**config.mk**
```make
export PLATFORM = sky130hd
export DESIGN_NAME = risc_controller_flat
export DESIGN_NICKNAME = d
export VERILOG_FILES = /design/src/rtl/risc_pkg.sv /design/src/rtl/risc_controller_if.sv /design/src/rtl/risc_controller.sv /design/src/flat_wrapper.sv
export SDC_FILE = /design/constraint.sdc
export NUM_CORES = 1
export LEC_CHECK = 0
export CORE_AREA = 5 5 42 44
export DETAILED_ROUTE_END_ITERATION = 8
export DIE_AREA = 0 0 47 49
export SLEW_MARGIN = 20
export SYNTH_ARGS = -nofsm -noshare
export SYNTH_HDL_FRONTEND = slang
export SYNTH_SLANG_ARGS = --single-unit
```
**constraint.sdc**
```tcl
create_clock -name clk -period 1.7 [get_ports clk]
set_input_delay 0.425 -clock clk [delete_from_list [all_inputs] [get_ports clk]]
set_output_delay 0.425 -clock clk [all_outputs]
set_load 0.03 [all_outputs]
```
**src/rtl/risc_pkg.sv**
```systemverilog
// Shared encodings for the RISC controller: opcodes, instruction-cycle phases
// and the ALU-operation opcode decode.
package risc_pkg;

  localparam logic [2:0] HLT = 3'd0;
  localparam logic [2:0] SKZ = 3'd1;
  localparam logic [2:0] ADD = 3'd2;
  localparam logic [2:0] AND = 3'd3;
  localparam logic [2:0] XOR = 3'd4;
  localparam logic [2:0] LDA = 3'd5;
  localparam logic [2:0] STO = 3'd6;
  localparam logic [2:0] JMP = 3'd7;

  typedef enum logic [2:0] {
    INST_ADDR  = 3'd0,
    INST_FETCH = 3'd1,
    INST_LOAD  = 3'd2,
    IDLE       = 3'd3,
    OP_ADDR    = 3'd4,
    OP_FETCH   = 3'd5,
    ALU_OP     = 3'd6,
    STORE      = 3'd7
  } phase_t;

  // Opcodes that read an operand from memory and load the accumulator.
  function automatic logic is_aluop(input logic [2:0] op);
    return (op == ADD) || (op == AND) || (op == XOR) || (op == LDA);
  endfunction

endpackage

```
**src/rtl/risc_controller_if.sv**
```systemverilog
// Controller <-> datapath signal bundle. With RISC_CTRL_SINGLE_STEP_EN defined
// the bundle also carries the single-step request `step`.
interface risc_controller_if;

  logic [2:0] opcode;
  logic       zero;
`ifdef RISC_CTRL_SINGLE_STEP_EN
  logic       step;
`endif
  logic       sel;
  logic       rd;
  logic       wr;
  logic       ld_ir;
  logic       ld_ac;
  logic       inc_pc;
  logic       ld_pc;
  logic       data_e;
  logic       halt;
  logic [2:0] phase;

`ifdef RISC_CTRL_SINGLE_STEP_EN
  modport master (
    input  opcode, zero, step,
    output sel, rd, wr, ld_ir, ld_ac, inc_pc, ld_pc, data_e, halt, phase
  );
  modport slave (
    output opcode, zero, step,
    input  sel, rd, wr, ld_ir, ld_ac, inc_pc, ld_pc, data_e, halt, phase
  );
`else
  modport master (
    input  opcode, zero,
    output sel, rd, wr, ld_ir, ld_ac, inc_pc, ld_pc, data_e, halt, phase
  );
  modport slave (
    output opcode, zero,
    input  sel, rd, wr, ld_ir, ld_ac, inc_pc, ld_pc, data_e, halt, phase
  );
`endif

endinterface

```
**src/rtl/risc_controller.sv**
```systemverilog
// 8-phase instruction sequencer with sticky HLT state and Moore strobe decode.
// Optional single-step hold in INST_ADDR: define RISC_CTRL_SINGLE_STEP_EN.
module risc_controller
  import risc_pkg::*;
(
    input  logic               clk,
    input  logic               rst,
    risc_controller_if.master  bus
);

    phase_t     phase_q, phase_d;
    logic       halted_q, halted_d;
    logic [2:0] phase_inc;
    logic       aluop;

    assign phase_inc = phase_q + 3'd1;
    assign aluop     = is_aluop(bus.opcode);

    always_ff @(posedge clk or negedge rst) begin
        if (!rst) begin
            phase_q  <= INST_ADDR;
            halted_q <= 1'b0;
        end else begin
            phase_q  <= phase_d;
            halted_q <= halted_d;
        end
    end

    always_comb begin
        phase_d  = phase_q;
        halted_d = halted_q;
        if (!halted_q) begin
            if (phase_q == OP_ADDR && bus.opcode == HLT) begin
                // Halt freezes the counter in OP_FETCH until reset.
                halted_d = 1'b1;
                phase_d  = OP_FETCH;
`ifdef RISC_CTRL_SINGLE_STEP_EN
            end else if (phase_q == INST_ADDR && !bus.step) begin
                phase_d  = INST_ADDR;
`endif
            end else begin
                phase_d  = phase_t'(phase_inc);
            end
        end
    end

    always_comb begin
        bus.sel    = 1'b0;
        bus.rd     = 1'b0;
        bus.wr     = 1'b0;
        bus.ld_ir  = 1'b0;
        bus.ld_ac  = 1'b0;
        bus.inc_pc = 1'b0;
        bus.ld_pc  = 1'b0;
        bus.data_e = 1'b0;
        bus.halt   = 1'b0;
        if (halted_q) begin
            bus.halt = 1'b1;
        end else begin
            unique case (phase_q)
                INST_ADDR: begin
                    bus.sel = 1'b1;
                end
                INST_FETCH: begin
                    bus.sel = 1'b1;
                    bus.rd  = 1'b1;
                end
                INST_LOAD, IDLE: begin
                    bus.sel   = 1'b1;
                    bus.rd    = 1'b1;
                    bus.ld_ir = 1'b1;
                end
                OP_ADDR: begin
                    bus.inc_pc = 1'b1;
                    bus.halt   = (bus.opcode == HLT);
                end
                OP_FETCH: begin
                    bus.rd = aluop;
                end
                ALU_OP: begin
                    bus.rd     = aluop;
                    bus.inc_pc = (bus.opcode == SKZ) && bus.zero;
                    bus.ld_pc  = (bus.opcode == JMP);
                    bus.data_e = (bus.opcode == STO);
                end
                STORE: begin
                    bus.rd     = aluop;
                    bus.ld_ac  = aluop;
                    bus.ld_pc  = (bus.opcode == JMP);
                    bus.wr     = (bus.opcode == STO);
                    bus.data_e = (bus.opcode == STO);
                end
                default: ;
            endcase
        end
    end

    assign bus.phase = phase_q;

endmodule
```
**src/flat_wrapper.sv**
```systemverilog
// flat-port wrapper written by rule: the top's interface ports become plain ports
module risc_controller_flat import risc_pkg::*;
  (clk, rst, bus_opcode, bus_zero, bus_sel, bus_rd, bus_wr, bus_ld_ir, bus_ld_ac, bus_inc_pc, bus_ld_pc, bus_data_e, bus_halt, bus_phase);
  risc_controller_if bus_i ();
  input  logic clk;
  input  logic rst;
  input wire logic [$bits(bus_i.opcode)-1:0] bus_opcode;
  input wire logic [$bits(bus_i.zero)-1:0] bus_zero;
  output wire logic [$bits(bus_i.sel)-1:0] bus_sel;
  output wire logic [$bits(bus_i.rd)-1:0] bus_rd;
  output wire logic [$bits(bus_i.wr)-1:0] bus_wr;
  output wire logic [$bits(bus_i.ld_ir)-1:0] bus_ld_ir;
  output wire logic [$bits(bus_i.ld_ac)-1:0] bus_ld_ac;
  output wire logic [$bits(bus_i.inc_pc)-1:0] bus_inc_pc;
  output wire logic [$bits(bus_i.ld_pc)-1:0] bus_ld_pc;
  output wire logic [$bits(bus_i.data_e)-1:0] bus_data_e;
  output wire logic [$bits(bus_i.halt)-1:0] bus_halt;
  output wire logic [$bits(bus_i.phase)-1:0] bus_phase;
  assign bus_i.opcode = bus_opcode;
  assign bus_i.zero = bus_zero;
  assign bus_sel = bus_i.sel;
  assign bus_rd = bus_i.rd;
  assign bus_wr = bus_i.wr;
  assign bus_ld_ir = bus_i.ld_ir;
  assign bus_ld_ac = bus_i.ld_ac;
  assign bus_inc_pc = bus_i.inc_pc;
  assign bus_ld_pc = bus_i.ld_pc;
  assign bus_data_e = bus_i.data_e;
  assign bus_halt = bus_i.halt;
  assign bus_phase = bus_i.phase;
  risc_controller u_core (.clk(clk), .rst(rst), .bus(bus_i));
endmodule
```
==> flow_metrics.py <==
metrics = {
    "setup_path": {
        "critical-path-max-stage-delay_ps": 420,
        "crit_family": "flip-flops",
        "crit_type": "reg -> out",
        "critPathArrivalTime_ps": 1640,
        "startpoint_type": "flop",
        "worstPathRequired_ps": 1270,
        "cp_common_cell": "buf_6",
        "crit_path_end_kind": "output pin",
        "worstPathCellList": "buf_6 -> ha_4 -> or3_1 -> a21oi_2 -> nor2_4 -> buf_6",
        "crit_buf_inv": 2,
        "critPathMaxFanout": 3,
        "cp_slowest_cell": "dfrtp_2",
    },
    "final_layout": {
        "finish.utilization_pct": 69.6,
        "final_cell_mix": "19 x buf_4, 12 x buf_6, 4 x inv_2, 4 x ha_4, 4 x dlygate4sd2_1",
        "layout_commonest_cell": "buf_4",
        "syn_to_final_growth_pct": 169,
        "finalNetCount": 96,
        "drive_gt1_share_pct": 80.7,
        "num_antenna_cells": 0,
        "stdcell_area_sq_um": 975,
    },
    "global_route": {
        "antenna_found_initial": 0,
        "grt-ovfl-total": 0,
        "grt_usage_pct": 11.2,
        "grt_pass1_wl_mm": 1.87,
        "grt_pass1_vias": 459,
        "grt_max_degree": 11,
    },
    "clocking": {
        "clk_latency_ps": 240,
        "hold_buffers": 0,
        "cts.htree.levels": 1,
        "clk_pin_slew_ps": 40,
        "cts_tree": "built",
        "cts_buffers": 3,
        "cts_root_buffer": "clkbuf_4",
        "cts_buffer_depth": 2,
        "cts_sinks": 4,
    },
    "sta": {
        "setup_viol": 9,
        "worst-slew-pin-transition_ps": 313,
        "rsz0062_at_grt": "yes",
        "fmax_ghz": 0.485,
        "tns_ps": -2660,
        "fin_crit_sh_pct": 121,
        "setup_ws_ps": -362,
        "period_minus_slack_ps": 2060,
        "finClkSkew_ps": 2.75,
        "drv_slew": 0,
        "slew_headroom_pct": 79.2,
        "hold_viol": 0,
    },
    "detailed_routing": {
        "vias": 464,
        "first_pass_iters": 3,
        "via_per_inst": 4.69,
        "wl_mm": 1.15,
        "wl_per_cell_um": 11.6,
        "drt_iter0_markers": 2,
        "drc": 0,
        "drtAntennaViolNets": 0,
    },
    "yosys": {
        "synth.net_count": 53,
        "syn_inst": 41,
        "synth_top_area_cell": "dfrtp_1",
        "seq_area_frac_synth_pct": 27.6,
        "synthDistinctLibCells": 20,
        "ys_ff_latch": 4,
        "syn_avg_cell_area_sq_um": 8.85,
        "syn_area_sq_um": 363,
        "ys_top_cells_by_area": "dfrtp_1 28%, ha_1 21%, a21oi_1 5.5%",
        "yosysWarnings": 0,
        "netlist.area_leader.share_pct": 27.6,
    },
    "place": {
        "placed_area_sq_um": 807,
        "hpwl_um": 932,
        "place_congestion": 0.703,
        "place_ws_ps": -525,
        "port_buffers": 17,
    },
    "floorplan": {
        "initial_core_util_pct": 25.9,
        "die_y_um": 49,
        "chipWidth_um": 47,
        "core_sq_um": 1400,
        "io_pins": 18,
        "die-area_sq_um": 2300,
        "rows": 14,
    },
    "run_status": {
        "status": "complete, but fails checks",
        "violations": "setup timing",
    },
    "power_and_ir_drop": {
        "max-vdd-ir-drop_mv": 1.43,
        "p_total_mw": 1.94,
        "p_leak_nw": 0.428,
        "pwr_density_cell_nw_per_um2": 1990,
    },
    "run": {
        "drv_cap": 0,
    },
    "worst_hold_path": {
        "hp-class": "in -> async",
    },
}
## flip-flops by register name (all words and copies together) (netlist names)
name              cells
u_core.halted_q       1
u_core.bus.phase      3
## per-layer routing
metal	global-route usage [%]	up-vias	wire length, um	part of all wire, %
met2	17.9	11	615	54
met5	0	-	0	0
met1	14.2	216	450	39
met4	5.53	0	27	2.4
met3	1.11	3	51	4.5
li1	-	234	-	-
## timing repair
action,in CTS,in global routing
endpoints found under the hold margin,0,0
cloned,0,0
setup buffers,4,1
pin swaps,7,9
endpoints found under the setup margin,12,10
gates resized for setup,36,11
## synth_stat cells
master / number
a21oi_1: 4
a221oi_1: 1
a22o_1: 1
a31oi_1: 1
and4bb_2: 1
clkbuf_1: 1
dfrtp_1: 4
ha_1: 6
inv_1: 4
mux2i_1: 1
nand2_1: 1
nand2b_1: 2
nor2_1: 4
nor3_1: 2
nor4_1: 2
nor4b_1: 1
nor4b_2: 1
o21ai_0: 2
or3_1: 1
xnor2_1: 1
## path summary, 6_finish.rpt
path                                                       from                         endpoint  slack [ps]  depth (start not counted)
worst max-delay path            u_core.bus.phase[1]$_DFFE_PN0N_                          bus_sel        -360                          6
worst min-delay path                                        rst  u_core.bus.phase[0]$_DFFE_PN0N_         380                          1
worst max register to register  u_core.bus.phase[0]$_DFFE_PN0N_  u_core.bus.phase[1]$_DFFE_PN0N_         160                          7
worst min register to register  u_core.bus.phase[2]$_DFFE_PN0N_  u_core.bus.phase[2]$_DFFE_PN0N_         720                          3
max in group asynchronous                                   rst  u_core.bus.phase[2]$_DFFE_PN0N_        1140                          1
min in group clk                u_core.bus.phase[2]$_DFFE_PN0N_  u_core.bus.phase[2]$_DFFE_PN0N_         720                          3
## stage by stage
step	hold slack, ps	cells
2_1_floorplan	129	41
3_3_place_gp	635	91
3_5_place_dp	638	91
4_1_cts	380	98
5_1_grt	382	99
6_report	380	99
## cell families after synthesis
| kind of cell | Yosys count | synth area share (%) |
|---|---|---|
| AOI/OAI and AO/OA | 9 | 14.8 |
| xor gates and xnor gates | 1 | 2.41 |
| adders and majority gates | 6 | 20.7 |
| buffers and inverters | 5 | 5.17 |
| DFF | 4 | 27.6 |
| muxes | 1 | 2.76 |
| and+or+nand+nor | 15 | 26.5 |
## power breakdown
part / leakage, nW / internal [mW] / switching, mW
Sequential: 0.0442 / 0.155 / 0.0564
Combinational: 0.369 / 0.779 / 0.812
Clock: 0.0150 / 0.0885 / 0.0458
## cell type report
type	instances	area, sq um
multi-input cells	32	458
fillers	118	427
repair buffers	39	352
flip-flops and latches	4	104
clock buffers	4	26.3
well taps	16	20.0
inverters	4	15.0
## worst register-to-register path: stages, from the launching register on
cell     delay [ps]
dfrtp_2         420
inv_2            90
ha_2            180
buf_4           120
nor4b_4         210
a21oi_2         100
buf_4           150
a22o_1          170
Power figures use the tool's default switching activity.
